$ cat src/rtl/mem_arbiter_pkg.sv
// Shared encodings and default widths for the two-port memory arbiter.
package mem_arbiter_pkg;

  localparam int unsigned AW_DEF = 16;
  localparam int unsigned DW_DEF = 8;
  localparam int unsigned CNT_W  = 4;

  typedef enum logic [1:0] {
    IDLE   = 2'd0,
    ACCESS = 2'd1,
    DONE   = 2'd2
  } state_t;

  typedef enum logic {
    SEL_CPU = 1'b0,
    SEL_PNL = 1'b1
  } sel_t;

endpackage

$ cat src/rtl/mem_arbiter_arb_wait_cnt.sv
// Loadable down-counter timing the strobe phase of each memory access.
module arb_wait_cnt
  import mem_arbiter_pkg::*;
(
  input  logic             clk,
  input  logic             rst,
  input  logic             load,
  input  logic             en,
  input  logic [CNT_W-1:0] load_val,
  output logic             zero_c
);

  logic [CNT_W-1:0] cnt;

  always_ff @(posedge clk or negedge rst) begin
    if (!rst) begin
      cnt <= '0;
    end else if (load) begin
      cnt <= load_val;
    end else if (en && (cnt != '0)) begin
      cnt <= cnt - CNT_W'(1);
    end
  end

  assign zero_c = (cnt == '0);

endmodule

$ cat src/rtl/mem_arbiter.sv
// Arbitrates the CPU and front-panel ports onto one external memory with
// programmable wait states. Define ARB_RR_EN for round-robin arbitration.
module mem_arbiter
  import mem_arbiter_pkg::*;
#(
  parameter int unsigned AW       = AW_DEF,
  parameter int unsigned DW       = DW_DEF,
  parameter int unsigned WAIT_CYC = 1
) (
  input  logic          clk,
  input  logic          rst,
  input  logic          c_req,
  input  logic          c_we,
  input  logic [AW-1:0] c_addr,
  input  logic [DW-1:0] c_wdata,
  output logic          c_ack,
  input  logic          p_req,
  input  logic          p_we,
  input  logic [AW-1:0] p_addr,
  input  logic [DW-1:0] p_wdata,
  output logic          p_ack,
  output logic [DW-1:0] rdata,
  output logic [AW-1:0] mem_addr,
  output logic [DW-1:0] mem_wdata,
  input  logic [DW-1:0] mem_rdata,
  output logic          mem_read,
  output logic          mem_write,
  output logic          busy
);

  state_t state;
  sel_t   sel_q;
  sel_t   sel_c;
  logic   op_we;
  logic   any_req_c;
  logic   cnt_load_c;
  logic   cnt_en_c;
  logic   cnt_zero_c;
  logic   win_we_c;
`ifdef ARB_RR_EN
  sel_t   last_sel;
`endif

  assign any_req_c  = c_req | p_req;
  assign cnt_load_c = (state == IDLE) && any_req_c;
  assign cnt_en_c   = (state == ACCESS);
  assign win_we_c   = (sel_c == SEL_CPU) ? c_we : p_we;

  // Winner selection; only meaningful while some request is high.
  always_comb begin
    sel_c = c_req ? SEL_CPU : SEL_PNL;
`ifdef ARB_RR_EN
    if (c_req && p_req) begin
      sel_c = (last_sel == SEL_CPU) ? SEL_PNL : SEL_CPU;
    end
`endif
  end

  arb_wait_cnt u_wait_cnt (
    .clk      (clk),
    .rst      (rst),
    .load     (cnt_load_c),
    .en       (cnt_en_c),
    .load_val (CNT_W'(WAIT_CYC)),
    .zero_c   (cnt_zero_c)
  );

  always_ff @(posedge clk or negedge rst) begin
    if (!rst) begin
      state     <= IDLE;
      sel_q     <= SEL_PNL;
      op_we     <= 1'b0;
      c_ack     <= 1'b0;
      p_ack     <= 1'b0;
      mem_read  <= 1'b0;
      mem_write <= 1'b0;
      busy      <= 1'b0;
      mem_addr  <= '0;
      mem_wdata <= '0;
      rdata     <= '0;
`ifdef ARB_RR_EN
      last_sel  <= SEL_PNL;
`endif
    end else begin
      c_ack <= 1'b0;
      p_ack <= 1'b0;
      case (state)
        IDLE: begin
          if (any_req_c) begin
            sel_q     <= sel_c;
            op_we     <= win_we_c;
            mem_addr  <= (sel_c == SEL_CPU) ? c_addr : p_addr;
            mem_wdata <= (sel_c == SEL_CPU) ? c_wdata : p_wdata;
            mem_read  <= ~win_we_c;
            mem_write <= win_we_c;
            busy      <= 1'b1;
            state     <= ACCESS;
`ifdef ARB_RR_EN
            last_sel  <= sel_c;
`endif
          end
        end
        ACCESS: begin
          // Last strobe cycle: sample read data and raise the ack.
          if (cnt_zero_c) begin
            mem_read  <= 1'b0;
            mem_write <= 1'b0;
            if (!op_we) begin
              rdata <= mem_rdata;
            end
            c_ack <= (sel_q == SEL_CPU);
            p_ack <= (sel_q == SEL_PNL);
            state <= DONE;
          end
        end
        DONE: begin
          busy  <= 1'b0;
          state <= IDLE;
        end
        default: begin
          busy  <= 1'b0;
          state <= IDLE;
        end
      endcase
    end
  end

endmodule

$ cat config.mk
export PLATFORM = sky130hd
export DESIGN_NAME = mem_arbiter
export DESIGN_NICKNAME = d
export VERILOG_FILES = /design/src/rtl/mem_arbiter_pkg.sv /design/src/rtl/mem_arbiter_arb_wait_cnt.sv /design/src/rtl/mem_arbiter.sv
export SDC_FILE = /design/constraint.sdc
export NUM_CORES = 1
export LEC_CHECK = 0
export ABC_CLOCK_PERIOD_IN_PS = 1900
export CAP_MARGIN = 30
export CORE_MARGIN = 4
export CORE_UTILIZATION = 35
export DETAILED_ROUTE_END_ITERATION = 16
export HOLD_SLACK_MARGIN = 0.12
export PLACE_DENSITY = 0.7
export SYNTH_ARGS = -nofsm -noshare
export SYNTH_HDL_FRONTEND = slang
export SYNTH_SLANG_ARGS = --single-unit
$ cat constraint.sdc
create_clock -name clk -period 1.9 [get_ports clk]
set_input_delay 0.57 -clock clk [delete_from_list [all_inputs] [get_ports clk]]
set_output_delay 0.57 -clock clk [all_outputs]
set_load 0.005 [all_outputs]
# Yosys cells after proc, flatten, opt, wreduce, memory -nomap -nowiden
# Cells that the tools add are included.
totals:
  reg_bits: 45
  rom_bits: 0
  word_cells: 53
  ram_bits: 0
  output_inout_bits: 37
  latchBits: 0
  in_bits: 62
  n_memories: 0
op_classes:
  muxes: 20
  n_addsub: 1
  n_bitwise: 5
  div_mod_pow: 0
  multipliers: 0
  n_eq_ne: 3
  n_reduce_logical: 12
  shifts: 0
  magnitude_cmp: 0
ops:
  columns: ["operator", "n"]
  rows:
  - ["16-bit two-way mux", 1]
  - ["1-bit two-way mux", 10]
  - ["4-bit two-way mux", 2]
  - ["8-bit two-way mux", 1]
  - ["1-bit one-hot mux with 2 select lines", 3]
  - ["2-bit AND reduction", 3]
  - ["3-bit AND reduction", 2]
  - ["4-bit zero test", 1]
  - ["2-bit two-way mux", 2]
  - ["2-bit inequality test, second input constant", 2]
  - ["1-bit inverter", 4]
  - ["2-bit one-hot mux with 2 select lines", 1]
  - ["2-bit nonzero test", 2]
  - ["4-bit nonzero test", 1]
  - ["4-bit by 1-bit subtractor with 4-bit output, second input constant", 1]
  - ["2-bit by 1-bit equality test with 1-bit output, second input constant", 1]
  - ["1-bit logical AND", 2]
  - ["2-bit zero test", 1]
  - ["1-bit bitwise OR", 1]

# Longest topological paths before layout
depth:
  word_depth: 4
  ltp_mapped: 5
  ltp_nobuf: 5

# Hierarchy
# Synthesis repeated with hierarchy kept, for this count alone.
hier_totals:
  cells_unflattened: 153
  hier_area_um2: 2215.9
by_module_without_submodules:
  columns: ["mod", "seq_area_each_um2", "area_per_inst_um2", "cells_each", "instances"]
  rows:
  - ["mem_arbiter", 1027.2, 1945.6, 126, 1]
  - ["arb_wait_cnt", 100.1, 270.3, 27, 1]

# Worst setup path after synthesis
# OpenSTA, ideal clock, no wires.
synth_timing:
  path_kind: "flip-flop to flip-flop"
  from: "register u_wait_cnt.cnt[0]"
  to: "register rdata[0]"
  period_less_slack_ps: 1518
  path_stages_with_launch: 6
  t_arrival_ps: 1393
  required_ps: 1775
  n_path_buf: 0
  path_slack_ps: 382
  setup_ps: 125
  cell_sequence: "dfrtp_1 inv_1 ha_1 nor3b_4 nand3_4 mux2_4"
synth_via:
  elab_chain_cells: 2
synth_lines:
  columns: ["element", "line", "source"]
  rows:
  - ["from (decl)", "mem_arbiter_arb_wait_cnt.sv:13", "logic [CNT_W-1:0] cnt;"]
  - ["from (signal assigned)", "mem_arbiter_arb_wait_cnt.sv:19", "cnt <= load_val;"]
  - ["from (signal assigned)", "mem_arbiter_arb_wait_cnt.sv:21", "cnt <= cnt - CNT_W'(1);"]
  - ["4-bit zero test", "mem_arbiter_arb_wait_cnt.sv:25", "assign zero_c = (cnt == '0);"]
  - ["3-bit AND reduction (no line)", null, null]
  - ["to (signal assigned)", "mem_arbiter.sv:109", "rdata <= mem_rdata;"]
  - ["to (decl)", "mem_arbiter.sv:22", "output logic [DW-1:0] rdata,"]
# No other way between the ends.
# A chain may end at the register's enable or synchronous reset.

# Worst setup path after layout
layout_timing:
  from: "register mem_write"
  to: "output mem_write"
layout_rtl:
  columns: ["element", "line", "source"]
  rows:
  - ["from (decl)", "mem_arbiter.sv:27", "output logic mem_write,"]
  - ["from (signal assigned)", "mem_arbiter.sv:95", "mem_write <= win_we_c;"]
# No word-level cell between the ends.

==> impl_metrics.tcl <==
set metrics [dict create \
    ys_seq_area_share_pct 53.6 \
    grtUsageTotal_pct 15.2 \
    hold_buffers 0 \
    cp_slowest_cell "clkdlybuf4s50_1" \
    drv_slew 0 \
    grt_pass1_wl_um 8910 \
    syn2layout_area_growth_pct 55.5 \
    placed_cell_area_mm2 0.00319 \
    endpoint_kind "output pin" \
    max_clock_freq_mhz 572 \
    cts_resized 0 \
    cts_num_sinks 45 \
    vias_per_cell 4.90 \
    cp_max_fo 2 \
    drtPass1Iterations 4 \
    worstPathCellList "clkdlybuf4s50_1" \
    hold_path.class "primary input to async pin" \
    critPathLaunchType "flip-flop" \
    cts.path.max_buffers 2 \
    max-slew-margin-rel_pct 64.5 \
    cap_violations 0 \
    yosysWarnings 0 \
    ant_nets 0 \
    fill_cells 520 \
    status "finished clean" \
    drtIter0Drc 47 \
    holdWs_ns 0.245 \
    crit_buf_inv 1 \
    layout_min_cycle_time_ns 1.75 \
    cts_buffers 5 \
    syn_area_mm2 0.00210 \
    rows 27 \
    fin_nets 348 \
    cts_tree "done" \
    avgRoutedWirePerCell_um 15.2 \
    gp_congestion 0.770 \
    internal-power_uw 2900 \
    fin_util_pct 57.6 \
    swShare_pct 32.7 \
    worst_pin_slew_ns 0.533 \
    hpwl_um 4120 \
    core_mm2 0.00568 \
    finalHoldViolations 0 \
    seqPwrFrac_pct 38.6 \
    setup_viol 0 \
    clk_latency_ns 0.29 \
    synth_cell_types 34 \
    dr_total_vias 1750 \
    grt_max_degree 46 \
    grt_pass1_vias 1800 \
    htreeDepth 2 \
    p_per_area_mw_per_mm2 1310 \
    final_cells 357 \
    synth_edf_count 0 \
    syn_avg_cell_area_um2 11.6 \
    syn-num-nets 246 \
    fin_crit_sh_pct 92.0 \
    max-vdd-ir-drop_mv 0.518 \
    layout_common_cells "clkdlybuf4s50_1, dfrtp_1, o21ai_0, mux2i_1, o21ai_1" \
    rsz0062_at_grt "no" \
    path_class "flip-flop to output pin" \
    post_cts_buffers 0 \
    cp_top_family "buffers and inverters" \
    synth-main-ff-cell "dfrtp_1" \
    die_width_um 85.5 \
    portBuffers 98 \
    clock_power_share_pct 13.1 \
    dieArea_mm2 0.00731 \
    antenna_found_initial 0 \
    ios 99 \
    cp.depth 1 \
    fin_setup_tns_ns 0 \
    ys_ff_latch 45 \
    syn_inst 182 \
    crit_arrival_ns 1.18 \
    p_sw_uw 1400 \
    grt_overflow 0 \
    fin_area_mm2 0.00327 \
    combPwrFrac_pct 48.3 \
    drive_gt1_share_pct 11.6 \
    slowest_delay_ns 0.52 \
    finClkSkew_ns 0.00763 \
    drc_errors 0 \
    path_clk_slew_ns 0.08 \
    required_ns 1.33 \
    wl_um 5440 \
    start_util_pct 37.1 \
    dpl.cell_count 349 \
    p_leak_uw 0.00142 \
    n_antenna_cell 0 \
    layout_commonest_cell "clkdlybuf4s50_1" \
    cts_root_buf "clkbuf_8" \
    worstRegToRegCells 5 \
    die_h_um 85.5 \
    synthArstFlopShare_pct 100 \
]
==> worst register-to-register path: stages (launching register included) <==
cell and delay, ns:
dfrtp_1 0.39, inv_1 0.10, ha_1 0.20, nor3b_4 0.30, nand3_4 0.21, mux2_4 0.35
==> worst paths after layout <==
check                               end  slack (ns)         startpoint
hold reg to reg            mem_wdata[3]        0.50       mem_wdata[3]
setup reg to reg               rdata[7]        0.24  u_wait_cnt.cnt[0]
setup / recovery              mem_write        0.15          mem_write
max in group asynchronous         sel_q        1.39                rst
hold / removal                 rdata[7]        0.24                rst
min in group clk           mem_wdata[3]        0.50       mem_wdata[3]
==> power groups by stage <==
stage / combinational [µW] / sequential (µW) / clock [µW]
after floorplan: 940 / 1680 / 0
after global placement: 2070 / 1660 / 0
after detailed placement: 2100 / 1680 / 0
after CTS: 2120 / 1670 / 585
after global routing: 2300 / 1730 / 638
final: 2080 / 1660 / 563
==> registers in the layout, indices dropped and copies added (netlist names) <==
| register | flops |
|---|---|
| rdata | 8 |
| u_wait_cnt.cnt | 4 |
| busy | 1 |
| sel_q | 1 |
| state | 2 |
| mem_wdata | 8 |
| mem_read | 1 |
| c_ack | 1 |
| p_ack | 1 |
| mem_write | 1 |
| op_we | 1 |
| mem_addr | 16 |
==> stage by stage <==
step / power, µW / worst slack (ns)
after floorplan: 2620 / 0.382
after global placement: 3740 / 0.110
after detailed placement: 3790 / 0.0834
after CTS: 4370 / 0.136
after global routing: 4670 / 0.0954
final: 4300 / 0.152
==> metal layers <==
metal | GRT usage, % | wire [µm] | vias up | share of wire, %
met5 | 0 | 0 | - | 0
met4 | 3.02 | 14 | 0 | 0.26
met3 | 5.38 | 424 | 2 | 7.8
met2 | 25.0 | 2670 | 60 | 49
met1 | 19.6 | 2330 | 833 | 43
li1 | - | - | 855 | -
==> synthesized netlist by cell type, types with 2 or more instances <==
cell / n / area share [%]
and3_1: 2 / 0.59
clkbuf_1: 3 / 0.54
ha_1: 2 / 1.2
dfrtp_1: 44 / 52
inv_1: 5 / 0.89
o21ai_1: 20 / 4.8
nor2_1: 3 / 0.54
buf_2: 3 / 0.71
mux2i_1: 26 / 12
a21oi_1: 4 / 0.95
buf_4: 3 / 1.1
o21ai_0: 35 / 8.3
nor3_1: 4 / 0.95
mux2_4: 8 / 5.7
==> cell families (layout without fill, tap and decap cells) <==
kind of cell / Yosys count / in the layout / share of synthesized area (%)
fa+ha+maj: 2 / 2 / 1.19
compound gates: 64 / 64 / 15.9
simple gates: 22 / 22 / 7.73
flops: 45 / 45 / 53.6
mux: 34 / 34 / 18.1
buf+inv: 15 / 118 / 3.45
==> area by class of cell <==
class / count / area (µm²) / area share [%]
Sequential cell: 45 / 1130 / 34.5
Timing Repair Buffer: 105 / 1050 / 32.1
Inverter: 5 / 18.8 / 0.574
Clock inverter: 2 / 10.0 / 0.306
Clock buffer: 6 / 72.6 / 2.22
Multi-Input combinational cell: 122 / 903 / 27.6
Tap cell: 72 / 90.1 / 2.75
No activity file was read; power rests on OpenSTA's default activity.
